**config.mk**
```make
export PLATFORM = sky130hd
export DESIGN_NAME = m4_agu
export DESIGN_NICKNAME = d
export VERILOG_FILES = /design/src/rtl/m4_fft_pkg.sv /design/src/rtl/r4_addr_map.sv /design/src/rtl/m4_agu.sv
export SDC_FILE = /design/constraint.sdc
export NUM_CORES = 1
export LEC_CHECK = 0
export CAP_MARGIN = 30
export CORE_ASPECT_RATIO = 1.1
export CORE_MARGIN = 2
export CORE_UTILIZATION = 45
export DETAILED_ROUTE_END_ITERATION = 10
export GPL_ROUTABILITY_DRIVEN = 0
export PLACE_DENSITY = 0.69
export SYNTH_ARGS = -nofsm -noshare
export SYNTH_HDL_FRONTEND = slang
export SYNTH_HIERARCHICAL = 1
export SYNTH_SLANG_ARGS = --single-unit
```
**constraint.sdc**
```tcl
create_clock -name CLK -period 15.7 [get_ports CLK]
set_input_delay 3.14 -clock CLK [delete_from_list [all_inputs] [get_ports CLK]]
set_output_delay 3.14 -clock CLK [all_outputs]
set_load 0.05 [all_outputs]
```
**src/rtl/m4_fft_pkg.sv**
```systemverilog
// Shared constants and FSM state type for the 4096-point radix-4 FFT address generator.
package m4_fft_pkg;

  localparam int N_PTS = 4096;
  localparam int N_STG = 6;
  localparam int AW    = 10;
  localparam int DW    = 64;
  localparam int PW    = $clog2(N_PTS);

  typedef enum logic [2:0] {
    ST_IDLE,
    ST_RD,
    ST_WAIT,
    ST_WR,
    ST_FIN
  } agu_state_t;

endpackage

```
**src/rtl/r4_addr_map.sv**
```systemverilog
// Butterfly (b, digit position d) to per-bank addresses, bank rotation and twiddle exponent.
module r4_addr_map
  import m4_fft_pkg::*;
(
  input  logic [AW-1:0]       b,
  input  logic [2:0]          d,
  output logic [3:0][AW-1:0]  addr,
  output logic [1:0]          r,
  output logic [PW-1:0]       tw
);

  logic [3:0]    sh;
  logic [PW-1:0] bx;
  logic [PW-1:0] mask;
  logic [PW-1:0] lo;
  logic [PW-1:0] n0;
  logic [PW-1:0] nm;
  logic [1:0]    bank;

  // Insert a zero digit at position d, derive the digit-sum bank rotation and scatter the four points.
  always_comb begin
    sh   = {d, 1'b0};
    bx   = {2'b00, b};
    mask = (PW'(1) << sh) - PW'(1);
    lo   = bx & mask;
    n0   = ((bx & ~mask) << 2) | lo;
    r    = '0;
    for (int i = 0; i < N_STG; i++) begin
      r = r + n0[2*i +: 2];
    end
    // Low digits select the twiddle; at d=0 the mask is empty so the exponent is 0.
    tw   = lo << (4'd10 - sh);
    addr = '0;
    nm   = '0;
    bank = '0;
    for (int m = 0; m < 4; m++) begin
      bank       = r + 2'(m);
      nm         = n0 | (PW'(m) << sh);
      addr[bank] = nm[PW-1:2];
    end
  end

endmodule

```
**src/rtl/m4_agu.sv**
```systemverilog
// Address generator for an in-place 4096-point radix-4 DIF FFT over four SRAM banks.
module m4_agu
  import m4_fft_pkg::*;
#(
  parameter int LAT   = 7,
  parameter int BURST = 8
) (
  input  logic          CLK,
  input  logic          RST,
  input  logic          START,
  output logic          BUSY,
  output logic          DONE,
  output logic          WE,
  output logic [AW-1:0] ADDR0,
  output logic [AW-1:0] ADDR1,
  output logic [AW-1:0] ADDR2,
  output logic [AW-1:0] ADDR3,
  output logic          RVALID,
  output logic [1:0]    RSEL,
  output logic [PW-1:0] TW_E,
  output logic [1:0]    WSEL,
  output logic [2:0]    STAGE
);

  localparam int WAIT_LEN = LAT - BURST + 1;
  localparam int CW       = $clog2(LAT + 2);
  localparam int RW       = (BURST > 1) ? $clog2(BURST) : 1;
  localparam logic [CW-1:0] RD_LAST = CW'(BURST - 1);
  localparam logic [CW-1:0] WT_LAST = CW'((WAIT_LEN > 0) ? WAIT_LEN - 1 : 0);

  agu_state_t st, st_n;
  logic [CW-1:0] cnt, cnt_n;
  logic [AW-1:0] b, b_n;
  logic [2:0]    s, s_n;
  logic [2:0]    d_n;
  logic [RW-1:0] idx_n;

  logic [3:0][AW-1:0] map_addr;
  logic [1:0]         map_r;
  logic [PW-1:0]      map_tw;

  logic [3:0][AW-1:0] addr_q;
  logic [1:0]         r_p0;
  logic [PW-1:0]      tw_p0;

  logic [3:0][AW-1:0] rp_addr [BURST];
  logic [1:0]         rp_r    [BURST];

  assign d_n   = 3'(N_STG - 1) - s_n;
  assign idx_n = cnt_n[RW-1:0];

  assign ADDR0 = addr_q[0];
  assign ADDR1 = addr_q[1];
  assign ADDR2 = addr_q[2];
  assign ADDR3 = addr_q[3];

  r4_addr_map u_map (
    .b    (b_n),
    .d    (d_n),
    .addr (map_addr),
    .r    (map_r),
    .tw   (map_tw)
  );

  // Next-state, burst position and butterfly/stage counters.
  always_comb begin
    st_n  = st;
    cnt_n = cnt;
    b_n   = b;
    s_n   = s;
    unique case (st)
      ST_IDLE: begin
        if (START) begin
          st_n  = ST_RD;
          cnt_n = '0;
          b_n   = '0;
          s_n   = '0;
        end
      end
      ST_RD: begin
        if (cnt == RD_LAST) begin
          st_n  = (WAIT_LEN > 0) ? ST_WAIT : ST_WR;
          cnt_n = '0;
        end else begin
          cnt_n = cnt + CW'(1);
          b_n   = b + AW'(1);
        end
      end
      ST_WAIT: begin
        if (cnt == WT_LAST) begin
          st_n  = ST_WR;
          cnt_n = '0;
        end else begin
          cnt_n = cnt + CW'(1);
        end
      end
      ST_WR: begin
        if (cnt == RD_LAST) begin
          cnt_n = '0;
          if (b == '1 && s == 3'(N_STG - 1)) begin
            st_n = ST_FIN;
          end else begin
            st_n = ST_RD;
            b_n  = b + AW'(1);
            if (b == '1) s_n = s + 3'd1;
          end
        end else begin
          cnt_n = cnt + CW'(1);
        end
      end
      ST_FIN: begin
        st_n = ST_IDLE;
        b_n  = '0;
        s_n  = '0;
      end
      default: st_n = ST_IDLE;
    endcase
  end

  // Stage p0 -> outputs: register state and every output; read tags trail addresses by one cycle.
  always_ff @(posedge CLK) begin
    if (RST) begin
      st     <= ST_IDLE;
      cnt    <= '0;
      b      <= '0;
      s      <= '0;
      BUSY   <= 1'b0;
      DONE   <= 1'b0;
      WE     <= 1'b0;
      addr_q <= '0;
      RVALID <= 1'b0;
      RSEL   <= '0;
      TW_E   <= '0;
      WSEL   <= '0;
      STAGE  <= '0;
      r_p0   <= '0;
      tw_p0  <= '0;
    end else begin
      st     <= st_n;
      cnt    <= cnt_n;
      b      <= b_n;
      s      <= s_n;
      BUSY   <= st_n inside {ST_RD, ST_WAIT, ST_WR};
      DONE   <= (st_n == ST_FIN);
      WE     <= (st_n == ST_WR);
      RVALID <= (st == ST_RD);
      RSEL   <= r_p0;
      TW_E   <= tw_p0;
      STAGE  <= s_n;
      if (st_n == ST_RD) begin
        addr_q <= map_addr;
        r_p0   <= map_r;
        tw_p0  <= map_tw;
      end else if (st_n == ST_WR) begin
        addr_q <= rp_addr[idx_n];
        WSEL   <= rp_r[idx_n];
      end
    end
  end

  // Replay buffer: remember each read address set so the write burst lands in place.
  always_ff @(posedge CLK) begin
    if (st_n == ST_RD) begin
      rp_addr[idx_n] <= map_addr;
      rp_r[idx_n]    <= map_r;
    end
  end

endmodule

```
==> impl_metrics.toml, run 1 <==
[cts]
cts-root-buf = "clkbuf_16"
postCtsHoldBufs = 0
clkSlewWorstSetupHoldPaths_ns = 0.06
post_cts_buffers = 0
htree_levels = 2
cts_buffers = 43
cts_buffer_depth = 3
ctsResizeCount = 0
cts_tree = "done"
clock_sinks = 430
clk_latency_ns = 0.56

[critical_path]
cpMaxStageDelayCell = "ha_1"
crit_fanout = 24
startpoint_type = "input port"
max_stage_delay_ns = 0.76
criticalPathCategory = "in2reg"
cp_data_arrival_time_ns = 11.10
cp_data_required_time_ns = 16.16
worst_path_most_repeated_cell = "xnor2_1"
end_kind = "flip-flop"

[floorplanning]
num_rows = 77
fp.dieH_um = 217
die_area_mm2 = 0.0428
coreArea_mm2 = 0.0404
pin_count = 66
start_util_pct = 45.9
die_w_um = 197

[synth]
syn_nets = 1290
ys_ff_latch = 430
synth-compound-area-share_pct = 13.8
synth_seq_area_share_pct = 64.7
synth_top_family_by_area = "compound AO/OA/AOI/OAI gates"
synth_area_mm2 = 0.0185
synth_top_flop_cell = "edfxtp_1"
netlist_top_cells_area = "edfxtp_1, dfxtp_1, mux2_2"
postSynthCellCount = 1277
synthSimpleGateAreaFrac_pct = 6.11
synth_top_area_share_pct = 54.5
avgSynthCellArea_um2 = 14.5
synth_edf_count = 336
yosysTopAreaCell = "edfxtp_1"
synth_async_sr_flop_share_pct = 0
synth-adder-area-share_pct = 0.797
synth-xor-area-share_pct = 1.89
synth_cell_type_count = 81
synthMuxAreaShare_pct = 10.1
synth-warning-count = 6

[timing]
fin_crit_sh_pct = 67.8
tns_ns = 0
fin_crit_ns = 10.64
worstMarginPinSlew_ns = 1.32
finalSetupViolCount = 0
slew_headroom_pct = 12.3
hold_viol = 0
max_freq_ghz = 0.0940
rsz0062_at_grt = "false"
timing.hold.ws_ns = 0.460
slew_violations = 0
skew_ns = 0.0127

[finish]
regArea_mm2 = 0.0120
n_fill_cell = 3292
fin_nets = 1356
drive_above_1_share_pct = 19.1
final_common_cell = "edfxtp_1"
diodes = 0
finalNonFillerCells = 1890
syn2layout_area_growth_pct = 14.1
post-route-cell-area_mm2 = 0.0211
final_cell_mix = "edfxtp_1, nand2_1, dfxtp_1"
multi_input_area_mm2 = 0.00611

[global_routing]
grt_max_degree = 173
antenna_found_initial = 0
grt_use_met2_pct = 34.7
grt_pass1_vias = 11300
grt_use_met1_pct = 28.0
grt-ovfl-total = 0
gr-usage-met3_pct = 3.05
grt_usage_pct = 20.7
grt_pass1_wl_um = 67400
grt_most_used_layer = "met2"

[power_and_ir_drop]
power_density_mw_per_mm2 = 116
p_leak_nw = 6.95
peakVddDrop_v = 0.0000948
power_mw = 2.45

[placement]
dp_hpwl_um = 24200
dp_cells = 1811
port_buffers = 65
placed_cell_area_mm2 = 0.0197

[drt]
wl_um = 44700
drc = 0
firstDrtPassIters = 5
wl_per_cell_um = 23.7
ant_nets = 0
drtIter0Drc = 1023
vias_per_cell = 6.00
vias = 11300

[outcome]
status = "finished clean"

[job]
cap_violations = 0

[hold_path]
min-delay-path-class = "reg2reg"
worst paths after layout:
path / start / to / slack [ns] / cells past startpoint
worst max-delay path: START / ADDR0[5] / 5.06 / 25
worst min-delay path: tw_p0[11] / tw_p0[11] / 0.46 / 2
worst max register to register: cnt[1] / ADDR0[5] / 6.64 / 27
worst min register to register: tw_p0[11] / tw_p0[11] / 0.46 / 2
state kept, by name, indices dropped and copies added, names as in the netlist, 2 cells and up:
register,count
TW_E,12
ADDR0,10
WSEL,2
cnt,4
rp_r,16
b,10
ADDR3,10
st,3
rp_addr,320
ADDR1,10
ADDR2,10
s,3
r_p0,2
tw_p0,12
RSEL,2
per-layer routing:
layer	routed length [um]	vias up
li1	-	5097
met2	21700	382
met3	2580	69
met1	19500	5790
met4	975	0
met5	0	-
where the power goes:
| group | internal (mW) | switching (mW) | leakage, nW |
|---|---|---|---|
| Clock | 0.584 | 0.417 | 0.679 |
| Sequential | 1.26 | 0.00890 | 3.90 |
| Combinational | 0.0672 | 0.118 | 2.38 |
| Total | 1.91 | 0.544 | 6.95 |
logic make-up after synthesis:
group           count (synthesis)
compound gates                297
xor+xnor                       28
fa+ha+maj                      10
buf+inv                       102
flops                         430
mux                           174
simple gates                  236
worst max-delay path: cells and delay by family:
family | cells | cell delay [ns]
buffers and inverters | 6 | 1.49
adder cells (fa/ha/maj) | 5 | 2.69
XOR/XNOR | 5 | 1.15
AND/OR/NAND/NOR | 3 | 0.44
multiplexers | 1 | 0.15
AO/OA/AOI/OAI | 5 | 2.00
Yosys cell counts, types with 18 or more instances:
master	instances
nand2_1	101
a221oi_2	39
edfxtp_1	336
o21ai_0	68
mux2i_1	87
a221oi_1	39
buf_2	18
nor2_1	38
o221a_1	39
a21oi_1	29
inv_1	18
nor2b_1	36
clkbuf_1	47
mux2_2	83
dfxtp_1	94
cell type report:
| type | count | share of cell area [%] |
|---|---|---|
| Sequential cell | 430 | 56.7 |
| Multi-Input combinational cell | 745 | 28.9 |
| Clock buffer | 67 | 5.94 |
| Timing Repair Buffer | 103 | 4.46 |
| Tap cell | 513 | 3.04 |
| Clock inverter | 12 | 0.581 |
| Inverter | 20 | 0.356 |
per-stage QoR:
step | setup slack (ns) | utilization, %
final | 5.06 | 52.3
after global routing | 4.43 | 52.3
after CTS | 5.24 | 52.3
after detailed placement | 4.64 | 48.9
after global placement | 5.12 | 48.8
after floorplan | 6.37 | -
Power figures use the tool's default switching activity.
==> run 2, diff against run 1 <==
clock period = 11 ns   (was 15.7 ns; I/O delays follow)
==> run 2 against run 1 <==
Final area is essentially flat. Worst setup slack got worse by 3.2 ns. Non-clock buffer count down 1. Total power is 42% higher. Sequential cell count unchanged. Final cell count decreased by 0.16%. Global-route usage up 0.17 points. Clock power rose by 40%. Die area did not move. Combinational power increased by 42%. Routed wire length shrank 0.85%. Sequential share of layout area grew 0.054 points. Critical endpoint is now ADDR2[3].
==> impl_metrics.toml, run 2 (synthesis results as in run 1) <==
[outcome]
status = "finished clean"

[timing]
timing.hold.ws_ns = 0.455
slew_headroom_pct = 16.8
fin_crit_ns = 9.10
skew_ns = 0.0103
slew_violations = 0
rsz0062_at_grt = "false"
tns_ns = 0
fin_crit_sh_pct = 82.7
finalSetupViolCount = 0
max_freq_ghz = 0.110
worstMarginPinSlew_ns = 1.25
hold_viol = 0

[critical_path]
max_stage_delay_ns = 0.84
cp_data_required_time_ns = 11.45
worst_path_most_repeated_cell = "xnor2_1"
cp_data_arrival_time_ns = 9.54
crit_fanout = 17
startpoint_type = "input port"
reg2reg_slack_ns = 2.50
end_kind = "flip-flop"
cpMaxStageDelayCell = "o21ai_0"
criticalPathCategory = "in2reg"

[drt]
firstDrtPassIters = 5
vias_per_cell = 5.95
wl_um = 44300
drc = 0
drtIter0Drc = 828
ant_nets = 0
vias = 11200
wl_per_cell_um = 23.5

[floorplanning]
die_area_mm2 = 0.0428
die_w_um = 197
pin_count = 66
fp.dieH_um = 217
num_rows = 77
start_util_pct = 45.9
coreArea_mm2 = 0.0404

[finish]
final_common_cell = "edfxtp_1"
largest_reg_flops = 320
fin_nets = 1354
final_cell_mix = "edfxtp_1, nand2_1, dfxtp_1"
syn2layout_area_growth_pct = 13.9
drive_above_1_share_pct = 19.4
finalNonFillerCells = 1887
post-route-cell-area_mm2 = 0.0211
regMostFlops = "rp_addr"
diodes = 0
reg.largest.list = "rp_addr x320, rp_r x16"

[global_routing]
antenna_found_initial = 0
grt_pass1_vias = 11300
grt_max_degree = 157
grt_usage_pct = 20.8
grt_pass1_wl_um = 68200
grt-ovfl-total = 0

[placement]
dp_cells = 1810
dp_hpwl_um = 24400
port_buffers = 65
placed_cell_area_mm2 = 0.0197

[power_and_ir_drop]
power_density_mw_per_mm2 = 165
p_leak_nw = 6.94
peakVddDrop_v = 0.000111

[cts]
clock_sinks = 430
htree_levels = 2
post_cts_buffers = 0
clk_latency_ns = 0.54
cts_buffer_depth = 3
ctsResizeCount = 0
cts-root-buf = "clkbuf_16"
clkSlewWorstSetupHoldPaths_ns = 0.06
postCtsHoldBufs = 0
cts_tree = "done"
cts_buffers = 42

[hold_path]
min-delay-path-class = "reg2reg"

[job]
cap_violations = 0
==> run 2: changes by cell type in the layout (fill, tap and decap cells not counted), sizes merged <==
cell | before | now
clkbuf | 67 | 55
clkinvlp | 0 | 7
clkinv | 9 | 12
buf | 39 | 38
==> run 2: path summary, 6_finish.rpt <==
| path | start | end | cells after the start |
|---|---|---|---|
| max | START | ADDR2[3] | 25 |
| min | tw_p0[2] | tw_p0[2] | 2 |
| max reg2reg | cnt[1] | ADDR2[3] | 27 |
| min reg2reg | tw_p0[2] | tw_p0[2] | 2 |
==> run 2: where the power goes <==
group / internal, mW / switching (mW)
registers: 1.80 / 0.0135
logic: 0.0952 / 0.168
clock network: 0.811 / 0.590
total: 2.70 / 0.772
==> run 2: critical path, delay by kind of cell <==
kind                     cells  cell delay [ns]
adder cells (fa/ha/maj)      5             2.23
AND/OR/NAND/NOR              3             0.43
XOR/XNOR                     5             1.10
buffers and inverters        6             1.30
AO/OA/AOI/OAI                5             2.11
multiplexers                 1             0.14
==> run 2: per-stage QoR <==
stage	utilization, %	setup WS, ns	power (mW)
2_1_floorplan	-	2.61	2.04
3_3_place_gp	48.9	1.80	2.10
3_5_place_dp	48.9	1.45	2.11
4_1_cts	52.3	1.98	3.50
5_1_grt	52.3	1.36	3.58
6_report	52.3	1.90	3.47
==> run 2: per-layer routing <==
layer  GRT usage [%]  routed length [um]  vias up  share of wire (%)
met5               0                   0        -                  0
met4            6.82                1130        0                2.6
met3            3.18                2890       77                6.5
met2            34.4               21500      401                 49
met1            28.3               18800     5645                 42
li1                -                   -     5110                  -
==> run 2: layout make-up <==
cell class,instances,area (um2)
fillers,3268,19300
clock buffers,55,1190
multi-input cells,745,6110
flip-flops and latches,430,12000
inverters,20,75.1
clock inverters,22,173
well taps,513,642
repair buffers,102,936
==> run 3, diff against run 2 <==
clock period = 9.45 ns   (was 11 ns; I/O delays follow)
==> run 3 against run 2 <==
Final area rose by 0.41%. Global-route usage about the same. Critical path type unchanged. Clock power grew 21%. Critical endpoint is now ADDR0[5]. Final cell count up 0.37%. Sequential share of layout area shrank 0.23 points. Worst setup slack got worse by 0.80 ns. Die area is the same. Non-clock buffer count is 2 higher.
==> impl_metrics.toml, run 3 (synthesis results as in run 1) <==
[floorplanning]
fp.dieH_um = 217
start_util_pct = 45.9
die_area_mm2 = 0.0428
num_rows = 77
coreArea_mm2 = 0.0404
pin_count = 66
die_w_um = 197

[finish]
drive_above_1_share_pct = 19.3
syn2layout_area_growth_pct = 14.4
final_common_cell = "edfxtp_1"
n_fill_cell = 3221
diodes = 0
largest_reg_flops = 320
regMostFlops = "rp_addr"
fin_nets = 1358
final_cell_mix = "edfxtp_1, nand2_1, dfxtp_1"
post-route-cell-area_mm2 = 0.0212
final_util_pct = 52.5
finalNonFillerCells = 1894
reg.largest.list = "rp_addr x320, rp_r x16"

[cts]
cts-root-buf = "clkbuf_16"
postCtsHoldBufs = 0
cts_buffers = 44
cts_buffer_depth = 3
clkSlewWorstSetupHoldPaths_ns = 0.06
clk_latency_ns = 0.56
cts_tree = "done"
ctsResizeCount = 0
post_cts_buffers = 0
htree_levels = 2
clock_sinks = 430

[drt]
wl_per_cell_um = 23.5
vias = 11400
ant_nets = 0
vias_per_cell = 6.04
wl_um = 44500
firstDrtPassIters = 5
drc = 0
drtIter0Drc = 1140

[timing]
finalSetupViolCount = 0
tns_ns = 0
fin_ws_ns = 1.10
hold_viol = 0
slew_violations = 0
skew_ns = 0.0153
max_freq_ghz = 0.120
timing.hold.ws_ns = 0.454
rsz0062_at_grt = "false"
slew_headroom_pct = 18.4
fin_crit_sh_pct = 88.3
fin_crit_ns = 8.35
worstMarginPinSlew_ns = 1.22

[global_routing]
grt-ovfl-total = 0
grt_pass1_wl_um = 68200
grt_max_degree = 171
grt_usage_pct = 20.8
grt_pass1_vias = 11400
antenna_found_initial = 0

[critical_path]
reg2reg_slack_ns = 1.36
endpoint = "ADDR0[5]"
critPathLaunch = "START"
criticalPathCategory = "in2reg"
cp_data_arrival_time_ns = 8.80
cp_data_required_time_ns = 9.91
startpoint_type = "input port"
end_kind = "flip-flop"
reg2regPathDepth = 24
crit_fanout = 13
timing.rr.start = "cnt[1]"
reg2reg_to = "ADDR0[5]"

[placement]
placed_cell_area_mm2 = 0.0198
dp_cells = 1812
port_buffers = 65
dp_hpwl_um = 24500
dp_slack_ns = 0.636

[job]
cap_violations = 0

[power_and_ir_drop]
power_density_mw_per_mm2 = 194
power_mw = 4.10
p_leak_nw = 7.00
peakVddDrop_v = 0.000158

[hold_path]
min-delay-path-class = "reg2reg"
holdPathStages = 2

[outcome]
status = "finished clean"
run 3: worst max-delay path: stages:
cell and delay, ns:
clkdlybuf4s50_1 0.49, o21ai_0 0.32, nand2_1 0.09, mux2i_1 0.22, xnor2_1 0.25, nand2b_1 0.39
nor2_1 0.46, xnor2_1 0.17, o21ai_1 0.40, fa_1 0.47, inv_1 0.09, fa_1 0.42
inv_1 0.09, fa_1 0.43, ha_1 0.30, inv_1 0.33, xnor2_1 0.23, xnor2_1 0.33
xnor2_1 0.10, o21ai_0 0.76, o21ai_0 0.26, a221oi_2 0.31
run 3: worst min path at each step:
stage / end / startpoint
after detailed placement: r_p0[0] / r_p0[0]
after global placement: tw_p0[0] / tw_p0[0]
after CTS: tw_p0[4] / tw_p0[4]
after floorplan: r_p0[0] / r_p0[0]
after global routing: tw_p0[8] / tw_p0[8]
final: tw_p0[4] / tw_p0[4]
run 3: metal layers:
layer,track usage (%),wire length [um]
met5,0,0
met4,6.64,1230
met1,28.8,19400
met2,34.1,21200
met3,2.77,2680
run 3: report_power, final:
group | internal [mW] | total, mW | switching, mW
combinational | 0.110 | 0.307 | 0.196
sequential | 2.09 | 2.11 | 0.0153
clock | 0.985 | 1.69 | 0.705
total | 3.19 | 4.10 | 0.916
run 3: layout make-up:
type / count / area [um2] / share of cell area, %
flip-flops and latches: 430 / 12000 / 56.5
inverters: 20 / 75.1 / 0.354
multi-input cells: 745 / 6110 / 28.8
well taps: 513 / 642 / 3.03
clock buffers: 60 / 1250 / 5.91
clock inverters: 22 / 170 / 0.803
repair buffers: 104 / 963 / 4.55
==> RTL change, RTL diff (flow settings as in run 3) <==
Change the parameter `BURST` from 8 to 16.
--- a/src/rtl/m4_agu.sv
+++ b/src/rtl/m4_agu.sv
@@ -4,5 +4,5 @@
 #(
   parameter int LAT   = 7,
-  parameter int BURST = 8
+  parameter int BURST = 16
 ) (
   input  logic          CLK,
Formal check against the unedited RTL: same outputs for any inputs over 4 cycles, from zero or initial values and one cycle with RST high; that may be too few to reach the edited logic, so the function may still have changed.
==> RTL change against run 3 <==
Routed wire length up 91%. Final area is 68% higher. Via count grew 75%. Cell count is 74% higher. Area after synthesis is 68% higher. Power up 76%. Setup slack got worse by 0.085 ns. Sequential cell count rose by 336. Largest power group unchanged.
==> RTL change: results (changes against run 3) <==
** Yosys
- The number of library cell types mapped by synthesis came to 80 (was 81).
- Sequential element share of the synthesized area :: 0.707 (was 0.647)
- The XOR/XNOR share of the synthesized area was 0.0110 (was 0.0189).
- Adder and majority cell fraction of the synthesized area :: 0.00473 (was 0.00797)
- The compound-gate portion of the synthesized area is 0.0808 (was 0.138).
- Area contributors post-synth: sky130_fd_sc_hd__edfxtp_1 65%, sky130_fd_sc_hd__dfxtp_1 6.0%, sky130_fd_sc_hd__nand2_1 4.9%, sky130_fd_sc_hd__mux4_2 3.4%, sky130_fd_sc_hd__mux2i_1 2.7% (was sky130_fd_sc_hd__edfxtp_1 54%, sky130_fd_sc_hd__dfxtp_1 10%, sky130_fd_sc_hd__mux2_2 5.0%, sky130_fd_sc_hd__mux2i_1 4.7%, sky130_fd_sc_hd__a221oi_2 3.2%).

** Finish
- Share of post-route cells with drive strength above 1 :: 0.121 (was 0.193)
- Combined flip-flop and latch cell area :: 22100 sq um (was 12000 sq um)
- FILL cells :: 5649 (was 3221)

** CTS
- The H-tree depth reported by CTS is 3 (was 2).
- The source-to-sink clock delay at the later pin of the worst-skew pair is 0.63 ns (was 0.56 ns).
- Total CTS buffers :: 76 (was 44)

** Power and ir drop
- IR drop worst, VDD :: 0.109 mV (was 0.158 mV)
- The total leakage power is 12.1 nW (was 7.00 nW).
- Pwr Density :: 203 nW/um^2 (was 194 nW/um^2)

** Route
- Routed metal-1 wire length :: 32900 um (was 19400 um)
- The routed via count was 20000 (was 11400).
- Sum of met2 wire segment lengths after detailed routing :: 41100 um (was 21200 um)
- Met3 Routed Length :: 7790 um (was 2680 um)

** Worst setup path
- Path depth of the worst reg2reg path :: 29 (was 24)
- Arrival time of data at the critical path endpoint :: 8.96 ns (was 8.80 ns)
- Crit-path slowest cell :: sky130_fd_sc_hd__o21ai_1 (was sky130_fd_sc_hd__o21ai_0)
- The beginning of the worst register-to-register path is b[0] (was cnt[1]).
- The maximum fanout encountered on the critical timing path was 17 (was 13).
- The worst reg-to-reg setup slack was 1.32 ns (was 1.36 ns).

** Global routing
- Global-route wire length before repair :: 124000 um (was 68200 um)
- Via count of the first global-routing pass :: 19300 (was 11400)
- Pin count of the biggest net entering global routing :: 128 (was 171)
- Grt met2 use :: 0.386 (was 0.341)
- The met3 track utilization from global routing was 0.0397 (was 0.0277).

** Outcome
- Status :: finished, final reports clean (unchanged)

** Placed design
- Worst slack after detailed placement :: 0.494 ns (was 0.636 ns)
- HPWL after DPL :: 44900 um (was 24500 um)

** Hold path
- The destination of the worst hold path was tw_p0[9] (was tw_p0[4]).
- The critical hold path startpoint is tw_p0[9] (was tw_p0[4]).

** STA
- The worst hold margin is 0.458 ns (was 0.454 ns).
- The worst-case clock skew came to 0.0270 ns (was 0.0153 ns).
==> RTL change: changes by cell type after synthesis, moves of 39 or more <==
cell and delta:
sky130_fd_sc_hd__and3_1 +50, sky130_fd_sc_hd__edfxtp_1 +336, sky130_fd_sc_hd__mux2_2 -79, sky130_fd_sc_hd__a21oi_1 +79, sky130_fd_sc_hd__mux4_2 +47, sky130_fd_sc_hd__a221oi_2 -39, sky130_fd_sc_hd__o221a_1 -39, sky130_fd_sc_hd__nand3_1 +108
sky130_fd_sc_hd__nand2_1 +310
==> RTL change: layout make-up <==
type                            instances  area share
Sequential cell                       766       0.620
Multi-Input combinational cell       1301       0.241
Clock buffer                          108      0.0606
Timing Repair Buffer                  135      0.0356
Tap cell                              927      0.0326
Clock inverter                         32     0.00746
Inverter                               21     0.00222
==> RTL change: kinds of logic after synthesis <==
logic type	Yosys count
compound gates	375
xor+xnor	27
buf+inv	163
fa+ha+maj	10
flops	766
simple gates	753
mux	136
